==> config.mk <==
export PLATFORM = sky130hd
export DESIGN_NAME = axi8_lite_proc_flat
export DESIGN_NICKNAME = d
export VERILOG_FILES = /design/src/rtl/axi8_lite_proc_if.sv /design/src/rtl/axi8_lite_proc.sv /design/src/flat_wrapper.sv
export SDC_FILE = /design/constraint.sdc
export NUM_CORES = 1
export LEC_CHECK = 0
export CORE_MARGIN = 1.5
export CORE_UTILIZATION = 50
export CTS_BUF_LIST = sky130_fd_sc_hd__clkbuf_8
export DETAILED_ROUTE_END_ITERATION = 10
export HOLD_SLACK_MARGIN = 0.06
export PLACE_DENSITY = 0.84
export SYNTH_ARGS = -nofsm -noshare
export SYNTH_HDL_FRONTEND = slang
export SYNTH_SLANG_ARGS = --single-unit
==> constraint.sdc <==
create_clock -name clk -period 2.3 [get_ports clk]
set_input_delay 0.46 -clock clk [delete_from_list [all_inputs] [get_ports clk]]
set_output_delay 0.46 -clock clk [all_outputs]
set_load 0.01 [all_outputs]
==> src/rtl/axi8_lite_proc_if.sv <==
// axi8_lite_proc_if
//   Bundles the TinyTapeout pin groups used by axi8_lite_proc.
//   ui_in   : [0]AWVALID [1]ARVALID [2]WVALID [3]RREADY [4]BREADY
//             [5]ADDR [6]WSTRB [7]XFORM
//   uo_out  : [0]AWREADY [1]WREADY [2]BVALID [3]ARREADY [4]RVALID, [7:5]=0
//   uio_in  : write data
//   uio_out : read data (zero unless RVALID)
//   uio_oe  : FF while RVALID, else 00
//   Modports: slave (the block), master (whoever drives the pins).
interface axi8_lite_proc_if;
  logic [7:0] ui_in;
  logic [7:0] uo_out;
  logic [7:0] uio_in;
  logic [7:0] uio_out;
  logic [7:0] uio_oe;

  modport slave  (input  ui_in, uio_in, output uo_out, uio_out, uio_oe);
  modport master (output ui_in, uio_in, input  uo_out, uio_out, uio_oe);
endinterface

==> src/rtl/axi8_lite_proc.sv <==
// axi8_lite_proc
//   8-bit AXI4-Lite-style slave with independent write and read channels.
//   Register map: addr 0 = input register (RW), addr 1 = result register (RO),
//   result = f(input). Default f(x)=x.
//   Optional feature macro AXI8_PROC_INVERT_EN: when defined, a commit with
//   XFORM (ui_in[7]) high stores ~x into the result register.
// Ports
//   clk   : clock, rising edge
//   rst_n : asynchronous active-low reset
//   ena   : TinyTapeout enable, unused
//   bus   : pin bundle (slave modport), see axi8_lite_proc_if
// Parameters
//   RST_VAL : reset value of input and result registers
module axi8_lite_proc #(
  parameter logic [7:0] RST_VAL = 8'h00
) (
  input  logic              clk,
  input  logic              rst_n,
  input  logic              ena,
  axi8_lite_proc_if.slave   bus
);

  typedef enum logic [1:0] {W_IDLE, W_ADDR, W_DATA, W_RESP} wst_e;
  typedef enum logic [1:0] {R_IDLE, R_ADDR, R_DATA} rst_e;

  logic awvalid, arvalid, wvalid, rready, bready, addr, wstrb, xform;
  assign awvalid = bus.ui_in[0];
  assign arvalid = bus.ui_in[1];
  assign wvalid  = bus.ui_in[2];
  assign rready  = bus.ui_in[3];
  assign bready  = bus.ui_in[4];
  assign addr    = bus.ui_in[5];
  assign wstrb   = bus.ui_in[6];
  assign xform   = bus.ui_in[7];

  logic unused_ena;
  assign unused_ena = ena;

  wst_e       wst_q;
  rst_e       rst_q;
  logic       awready_q, wready_q, bvalid_q;
  logic       arready_q, rvalid_q;
  logic       waddr_q;
  logic [7:0] in_q, res_q, rdata_q;

  function automatic logic [7:0] xf_fn(input logic [7:0] x, input logic inv);
`ifdef AXI8_PROC_INVERT_EN
    return inv ? ~x : x;
`else
    return (inv & 1'b0) ? x : x;
`endif
  endfunction

  // Write channel. Handshake flags are registered alongside the state so
  // every uo_out bit comes straight from a flop.
  always_ff @(posedge clk or negedge rst_n) begin
    if (!rst_n) begin
      wst_q     <= W_IDLE;
      awready_q <= 1'b0;
      wready_q  <= 1'b0;
      bvalid_q  <= 1'b0;
      waddr_q   <= 1'b0;
      in_q      <= RST_VAL;
      res_q     <= RST_VAL;
    end else begin
      case (wst_q)
        W_IDLE: if (awvalid) begin
          wst_q     <= W_ADDR;
          awready_q <= 1'b1;
        end
        W_ADDR: if (awvalid) begin
          waddr_q   <= addr;
          wst_q     <= W_DATA;
          awready_q <= 1'b0;
          wready_q  <= 1'b1;
        end
        W_DATA: if (wvalid) begin
          // addr 1 is read-only; strobe low means no change either.
          if (wstrb && !waddr_q) begin
            in_q  <= bus.uio_in;
            res_q <= xf_fn(bus.uio_in, xform);
          end
          wst_q    <= W_RESP;
          wready_q <= 1'b0;
          bvalid_q <= 1'b1;
        end
        W_RESP: if (bready) begin
          wst_q    <= W_IDLE;
          bvalid_q <= 1'b0;
        end
        default: wst_q <= W_IDLE;
      endcase
    end
  end

  // Read channel. rdata samples the pre-commit register values, so a read
  // latching on the same edge as a write commit sees the old data.
  always_ff @(posedge clk or negedge rst_n) begin
    if (!rst_n) begin
      rst_q     <= R_IDLE;
      arready_q <= 1'b0;
      rvalid_q  <= 1'b0;
      rdata_q   <= 8'h00;
    end else begin
      case (rst_q)
        R_IDLE: if (arvalid) begin
          rst_q     <= R_ADDR;
          arready_q <= 1'b1;
        end
        R_ADDR: if (arvalid) begin
          rdata_q   <= addr ? res_q : in_q;
          rst_q     <= R_DATA;
          arready_q <= 1'b0;
          rvalid_q  <= 1'b1;
        end
        R_DATA: if (rready) begin
          rst_q    <= R_IDLE;
          rvalid_q <= 1'b0;
        end
        default: rst_q <= R_IDLE;
      endcase
    end
  end

  assign bus.uo_out  = {3'b000, rvalid_q, arready_q, bvalid_q, wready_q, awready_q};
  assign bus.uio_out = rvalid_q ? rdata_q : 8'h00;
  assign bus.uio_oe  = {8{rvalid_q}};

endmodule

==> src/flat_wrapper.sv <==
// flat-port wrapper written by rule: the top's interface ports become plain ports
module axi8_lite_proc_flat 
#(
  parameter logic [7:0] RST_VAL = 8'h00
)
  (clk, rst_n, ena, bus_ui_in, bus_uio_in, bus_uo_out, bus_uio_out, bus_uio_oe);
  axi8_lite_proc_if bus_i ();
  input  logic clk;
  input  logic rst_n;
  input  logic ena;
  input wire logic [$bits(bus_i.ui_in)-1:0] bus_ui_in;
  input wire logic [$bits(bus_i.uio_in)-1:0] bus_uio_in;
  output wire logic [$bits(bus_i.uo_out)-1:0] bus_uo_out;
  output wire logic [$bits(bus_i.uio_out)-1:0] bus_uio_out;
  output wire logic [$bits(bus_i.uio_oe)-1:0] bus_uio_oe;
  assign bus_i.ui_in = bus_ui_in;
  assign bus_i.uio_in = bus_uio_in;
  assign bus_uo_out = bus_i.uo_out;
  assign bus_uio_out = bus_i.uio_out;
  assign bus_uio_oe = bus_i.uio_oe;
  axi8_lite_proc #(.RST_VAL(RST_VAL)) u_core (.clk(clk), .rst_n(rst_n), .ena(ena), .bus(bus_i));
endmodule
==> results_dict.tcl <==
set metrics [dict create \
    outcome "finished, final reports clean" \
    antenna_cells 0 \
    p_leak_nw 0.7470 \
    numCtsBuffers 3 \
    cts.path.max_buffers 2 \
    synth_cells 107 \
    ff2ff_path_depth 4 \
    post-route-period-util_pct 90.67 \
    drt_iter0_drc 8 \
    finalHoldViolCount 0 \
    place.gp.congestion 0.6874 \
    crit_arrival_ns 1.63 \
    critPathKind "reg -> out" \
    hold_slack_ns 0.4950 \
    synthesis.area_um2 1302 \
    pwr-share-clk_pct 13.2 \
    syn_area_per_cell_um2 12.17 \
    regArea_um2 650.6 \
    cp_max_fo 19 \
    cp_num_cells 2 \
    end_kind "output port" \
    htree_num_levels 1 \
    nets 160 \
    hold_class "reg -> reg" \
    r2r-start "u_core.wst_q[0]" \
    first_global_vias 844 \
    ant_nets 0 \
    slowest_delay_ns 0.63 \
    maxCapViolCount 0 \
    fmax_mhz 479.5 \
    postCtsHoldBufs 0 \
    ys_ff_latch 26 \
    hpwlAfterDp_um 1660 \
    critPathBufInv 1 \
    min_from "u_core.rst_q[1]" \
    ir_worst_vdd_uv 976.3 \
    dieArea_um2 2920 \
    r2r-end "u_core.in_q[3]" \
    yosys.cell_types.count 22 \
    core_um2 2477 \
    drc 0 \
    grt_usage_pct 16.87 \
    cp_top_family "flip-flops" \
    cts_setup_buffers 0 \
    grt-ovfl-total 0 \
    fin_util_pct 67.02 \
    vias_per_cell 5.121 \
    final.min_clock_period_ns 2.085 \
    combPwrFrac_pct 48.1 \
    fin_worst_skew_ns 0.002493 \
    slew_violations 0 \
    rsz0062_at_grt "no" \
    port_buffers 37 \
    fill_cells 195 \
    grt_max_degree 27 \
    tns_ns 0 \
    yosys_warnings 0 \
    reg2reg_slack_ns 0.76 \
    setup_violations 0 \
    clkTransAtPathRegs_ns 0.08 \
    ys_seq_area_share_pct 49.95 \
    p_per_area_nw_per_um2 1307 \
    crit_chain "and2_1 > clkdlybuf4s50_1" \
    io-pin-count 43 \
    wire_per_inst_um 13.27 \
    worstPathRequired_ns 1.84 \
    synth_top_area_share_pct 49.95 \
    netlist_top_cells_area "dfrtp_1, mux2_2, buf_4" \
    antenna_found_initial 0 \
    cp-start-kind "register" \
    p_sw_share_pct 32.27 \
    first_pass_iters 4 \
    cts_resized 0 \
    cts_root_buf "clkbuf_8" \
    sequentialPowerShare_pct 38.7 \
    start_util_pct 52.58 \
    grt_pass1_wl_um 3560 \
    synthToLayoutAreaGrowth_pct 27.47 \
    p_int_mw 1.470 \
    rows 18 \
    die_y_um 54.04 \
    cts_sinks 26 \
    crit_slowest_cell "dfrtp_1" \
    power.switching_uw 700.3 \
    vias 845 \
    multi_input_area_um2 528.0 \
    min_path_cells 1 \
    total_power_mw 2.170 \
    drive_gt1_share_pct 20.00 \
    hold_end "u_core.rst_q[0]" \
    die-width_um 54.04 \
    yosys.area.top_type "dfrtp_1" \
    clk-insertion-delay-late_ns 0.26 \
    cts_tree "yes" \
    routed_wl_um 2190 \
]
==> how the worst max path moves through the flow <==
stage,slack (ns),end,start
2_1_floorplan,0.93,u_core.wst_q[1],u_core.wst_q[1]
3_3_place_gp,0.49,bus_uio_out[7],u_core.rvalid_q
3_5_place_dp,0.47,bus_uio_out[4],u_core.rvalid_q
4_1_cts,0.17,bus_uio_out[4],u_core.rvalid_q
5_1_grt,0.05,bus_uio_out[0],u_core.rvalid_q
6_report,0.21,bus_uio_out[4],u_core.rvalid_q
==> synth_stat cells, drive strengths merged <==
cell	n
a21oi	4
nand3b	1
conb	1
nor2	4
nand2b	4
dfrtp	26
xnor2	1
nand4	1
nand2	4
nor4bb	1
inv	3
buf	16
o21ai	3
ha	5
a21o	1
a31oi	3
mux2	18
o211ai	1
o211a	1
and2	8
nand4b	1
==> per-stage QoR <==
step	area, um2	instances	setup slack [ns]
2_1_floorplan	1310	109	0.9266
3_3_place_gp	1605	161	0.4889
3_5_place_dp	1605	161	0.4661
4_1_cts	1660	165	0.1686
5_1_grt	1660	165	0.04692
6_report	1660	165	0.2146
==> layout make-up <==
| cell class | count | share of cell area [%] |
|---|---|---|
| flip-flops and latches | 26 | 39.19 |
| multi-input cells | 64 | 31.80 |
| repair buffers | 38 | 22.76 |
| clock buffers | 4 | 3.316 |
| well taps | 30 | 2.261 |
| inverters | 3 | 0.6782 |
==> power by group through the flow <==
stage / Sequential (mW) / Clock [mW] / Combinational [mW]
finish: 0.840 / 0.285 / 1.04
global route: 0.879 / 0.311 / 1.16
CTS: 0.844 / 0.294 / 1.06
detailed placement: 0.853 / 0 / 1.05
global placement: 0.828 / 0 / 1.02
floorplan: 0.801 / 0 / 0.724
==> flip-flops by register name, summed over array words and instances, names as in the netlist <==
name	flops
u_core.rdata_q	8
u_core.rst_q	2
u_core.wready_q	1
u_core.waddr_q	1
u_core.rvalid_q	1
u_core.bvalid_q	1
u_core.arready_q	1
u_core.wst_q	2
u_core.in_q	8
u_core.awready_q	1
==> cell usage in the layout, fill, tap and decap left out, types with 4 or more instances in the layout <==
master | synthesis | routed
clkdlybuf4s50_1 | 0 | 37
dfrtp_1 | 26 | 26
mux2_2 | 18 | 18
and2_1 | 8 | 8
ha_1 | 5 | 5
nor2_1 | 4 | 4
a21oi_1 | 4 | 4
nand2_1 | 4 | 4
clkbuf_8 | 0 | 4
==> routing by layer <==
metal  GRT usage, %  vias up  part of all wire (%)
met4          7.500        0                   1.6
li1               -      405                     -
met5              0        -                     0
met3          3.333        6                   5.0
met2          29.88       29                    55
met1          19.64      405                    38
==> cells by family after synthesis <==
kind of cell,share of synthesized area (%)
XOR/XNOR,0.6726
flip-flops,49.95
AO/OA/AOI/OAI,6.436
other,0.2879
AND/OR/NAND/NOR,12.20
adder cells (fa/ha/maj),4.803
multiplexers,15.56
buffers and inverters,10.09
Note: power is estimated with default switching activity, not from simulation.
